===== src/rtl/decryptor_pkg.sv =====
// rtl/decryptor_pkg.sv - shared types, default sizes and key-index helper for message_decryptor
package decryptor_pkg;

    typedef logic [7:0] byte_t;

    localparam int DEF_MSG_LEN = 22;
    localparam int DEF_SEC_LEN = 3;

    // Lane i always uses the same key byte, so this folds to a constant at elaboration.
    function automatic int key_idx(input int i, input int sec_len);
        return i % sec_len;
    endfunction

endpackage


===== src/rtl/decrypt_lane.sv =====
// rtl/decrypt_lane.sv - one byte lane: ciphertext minus key byte, modulo 256
module decrypt_lane
    import decryptor_pkg::*;
(
    input  byte_t cipher,
    input  byte_t key,
    output byte_t plain
);

    assign plain = cipher - key;

endmodule


===== src/rtl/message_decryptor.sv =====
// rtl/message_decryptor.sv - repeating-key parallel message decryptor with one-cycle latency
module message_decryptor
    import decryptor_pkg::*;
#(
    parameter int MSG_LEN = DEF_MSG_LEN,
    parameter int SEC_LEN = DEF_SEC_LEN
) (
    input  logic  clk,
    input  logic  rst,
    input  logic  key_we,
    input  byte_t key_in   [0:SEC_LEN-1],
    input  logic  in_valid,
    input  byte_t text_in  [0:MSG_LEN-1],
    output logic  out_valid,
    output byte_t text_out [0:MSG_LEN-1]
);

    byte_t secret [0:SEC_LEN-1];
    byte_t plain  [0:MSG_LEN-1];

    for (genvar g = 0; g < MSG_LEN; g++) begin : g_lane
        localparam int KI = key_idx(g, SEC_LEN);
        decrypt_lane u_lane (
            .cipher (text_in[g]),
            .key    (secret[KI]),
            .plain  (plain[g])
        );
    end

    // Lanes read the key held before this edge, so a same-edge key load
    // only affects the following message.
    always_ff @(posedge clk or posedge rst) begin
        if (rst) begin
            out_valid <= 1'b0;
            for (int j = 0; j < SEC_LEN; j++) secret[j] <= '0;
            for (int i = 0; i < MSG_LEN; i++) text_out[i] <= '0;
        end else begin
            out_valid <= in_valid;
            if (key_we) begin
                for (int j = 0; j < SEC_LEN; j++) secret[j] <= key_in[j];
            end
            if (in_valid) begin
                for (int i = 0; i < MSG_LEN; i++) text_out[i] <= plain[i];
            end
        end
    end

endmodule


===== config.mk =====
export PLATFORM = sky130hd
export DESIGN_NAME = message_decryptor
export DESIGN_NICKNAME = d
export VERILOG_FILES = /design/src/rtl/decryptor_pkg.sv /design/src/rtl/decrypt_lane.sv /design/src/rtl/message_decryptor.sv
export SDC_FILE = /design/constraint.sdc
export NUM_CORES = 1
export LEC_CHECK = 0
export CAP_MARGIN = 25
export CORE_ASPECT_RATIO = 1.5
export CORE_MARGIN = 5
export CORE_UTILIZATION = 55
export DETAILED_ROUTE_END_ITERATION = 7
export PLACE_DENSITY = 0.85
export SYNTH_ARGS = -nofsm -noshare
export SYNTH_HDL_FRONTEND = slang
export SYNTH_SLANG_ARGS = --single-unit

===== constraint.sdc =====
create_clock -name clk -period 14.5 [get_ports clk]
set_input_delay 4.35 -clock clk [delete_from_list [all_inputs] [get_ports clk]]
set_output_delay 4.35 -clock clk [all_outputs]
set_load 0.005 [all_outputs]

==> results.sh <==
export IMPL_status="completed"
export IMPL_path_clk_slew_ns=0.06
export IMPL_clockRootBuffer="clkbuf_16"
export IMPL_ctsHoldBuffers=0
export IMPL_rows=74
export IMPL_drive_above_1_share_pct=4.92
export IMPL_insertion_delay_ns=0.53
export IMPL_skew_ns=0.0120
export IMPL_die_w_microns=145
export IMPL_grt_overflow_total=0
export IMPL_gp_congestion=0.937
export IMPL_ys_async_sr_fraction_pct=100
export IMPL_syn_avg_cell_area_sq_um=9.25
export IMPL_power_density_nw_per_um2=113
export IMPL_max_vdd_ir_drop_uv=105
export IMPL_fillCellCount=2032
export IMPL_drv_slew=0
export IMPL_grt_setup_unrepaired="no"
export IMPL_post_drt_wl_per_cell_microns=21.1
export IMPL_hold_class="register to register"
export IMPL_dieArea_sq_um=30800
export IMPL_cts_sinks=201
export IMPL_yosysMostFrequentCell="dfrtp_1"
export IMPL_fin_crit_sh_pct=46.1
export IMPL_synth_area_leaders="dfrtp_1 (33%), ha_1 (13%), nand2_1 (4.1%)"
export IMPL_dpl_hpwl_microns=36000
export IMPL_cts_buffers=23
export IMPL_syn_to_final_growth_pct=31.2
export IMPL_cts_tree="yes"
export IMPL_final_cells=2338
export IMPL_grtUsageTotal_pct=30.5
export IMPL_setup_violations_final=0
export IMPL_setup_slack_ns=7.82
export IMPL_core_sq_um=27100
export IMPL_yosysUniqueCellTypes=51
export IMPL_clk_path_buf_depth=3
export IMPL_cts_repair_resized=0
export IMPL_syn_area_sq_um=15000
export IMPL_synth_edff_count=0
export IMPL_p_total_mw=2.24
export IMPL_tightest_slew_ns=1.05
export IMPL_yosysSeqAreaShare_pct=33.4
export IMPL_grt_max_degree=130
export IMPL_vias=14800
export IMPL_ioPinCount=381
export IMPL_finalNetCount=2357
export IMPL_slew_limit_headroom_pct=30.0
export IMPL_period_needed_ns=6.68
export IMPL_syn_inst=1627
export IMPL_cap_violations=0
export IMPL_synth_top_flop_cell="dfrtp_1"
export IMPL_drc=0
export IMPL_initial_core_util_pct=55.5
export IMPL_cp_arrival_ns=7.09
export IMPL_ys_top_cells_by_count="dfrtp_1 (201), nand2_1 (166), ha_1 (154)"
export IMPL_synth_largest_area_cell="dfrtp_1"
export IMPL_pre_cts_ws_ns=7.30
export IMPL_synth_warnings=0
export IMPL_finalHoldViolations=0
export IMPL_cts_htree_levels=1
export IMPL_postCtsSetupRepairBufs=0
export IMPL_setup_tns_ns=0
export IMPL_synth_top_area_share_pct=33.4
export IMPL_crit_type="input pin to register"
export IMPL_ant_nets=0
export IMPL_startpoint_type="input pin"
export IMPL_fp_dieH_microns=213
export IMPL_cp_data_required_time_ns=14.91
export IMPL_ys_ff_latch=201
export IMPL_grt_pass1_vias=14900
export IMPL_drt_iter0_markers=963
export IMPL_max_freq_mhz=150
export IMPL_routed_wl_microns=49400
export IMPL_grt_pass1_wl_microns=76900
export IMPL_port_buffer_count=380
export IMPL_synth_fp_nets=2007
export IMPL_cp_max_fo=129
export IMPL_setup_worst_path_end_class="register"
export IMPL_dpl_cell_count=2294
export IMPL_antenna_found_initial=5
export IMPL_vias_per_cell=6.33
export IMPL_drt_pass1_iter_count=5
export IMPL_p_leak_nw=8.20
[metrics by stage]
step / hold slack (ns) / cell area, sq um / util, %
after detailed placement: 0.467 / 19000 / 70.1
after CTS: 0.483 / 19700 / 72.7
final: 0.479 / 19700 / 72.8
after floorplan: 0.475 / 15000 / -
after global placement: 0.465 / 19000 / 70.1
after global routing: 0.499 / 19700 / 72.8
[kinds of logic after synthesis]
family / synth area share [%]
buffers and inverters: 4.16
and+or+nand+nor: 17.0
muxes: 2.54
DFF: 33.4
xor gates and xnor gates: 3.19
adders and majority gates: 15.7
AOI/OAI and AO/OA: 23.9
[layout make-up]
type	count	area (sq um)	share of cell area [%]
Timing Repair Buffer	385	3840	19.4
Clock inverter	8	56.3	0.285
Clock buffer	31	656	3.32
Multi-Input combinational cell	1281	9390	47.6
Sequential cell	201	5030	25.5
Tap cell	342	428	2.17
Inverter	85	332	1.68
Antenna cell	5	12.5	0.0634
[critical path, stage by stage]
cell and delay, ns:
buf_6 0.21, inv_6 0.66, buf_4 0.93, nor2_1 0.15, a311o_1 0.39, a311o_1 0.31
[cells in the final DEF, fill, tap and decap left out, types with 23 or more instances in the layout]
master	count
a21oi_1	77
inv_1	83
nor2_1	121
o21ai_0	70
nand3_1	44
or4_1	38
o311ai_1	38
nor3_1	26
o21a_1	32
clkbuf_16	23
a221oi_1	40
o21bai_1	37
xnor2_1	43
mux2_2	34
dfrtp_1	201
nand2_1	166
a211oi_1	61
ha_1	154
clkdlybuf4s50_1	378
[report_power, final]
group | switching (mW) | total [mW] | internal (mW)
Combinational | 0.427 | 0.906 | 0.479
Clock | 0.253 | 0.569 | 0.317
Sequential | 0.0839 | 0.764 | 0.680
[path summary, 6_finish.rpt]
path                                      startpoint                        end  slack (ns)  cells past startpoint
min reg2reg                text_out[147]$_DFFE_PP0P_  text_out[147]$_DFFE_PP0P_        0.48                      2
min in group asynchronous                        rst   text_out[33]$_DFFE_PP0P_        4.29                      2
min                        text_out[147]$_DFFE_PP0P_  text_out[147]$_DFFE_PP0P_        0.48                      2
max                                         in_valid  text_out[142]$_DFFE_PP0P_        7.82                      6
max reg2reg                   secret[16]$_DFFE_PP0P_  text_out[150]$_DFFE_PP0P_       11.92                      7
max in group asynchronous                        rst   text_out[79]$_DFFE_PP0P_        8.19                      4
[sequential cells by signal, indices dropped and copies added (netlist names)]
signal / count
out_valid: 1
text_out: 176
secret: 24
[layer usage]
layer	GRT usage (%)	wire length, microns	up-vias
met1	35.1	17900	7048
met4	22.2	3930	0
met3	6.74	4070	208
li1	-	-	6862
met2	50.0	23500	688
met5	0	0	-
Power figures use the tool's default switching activity.
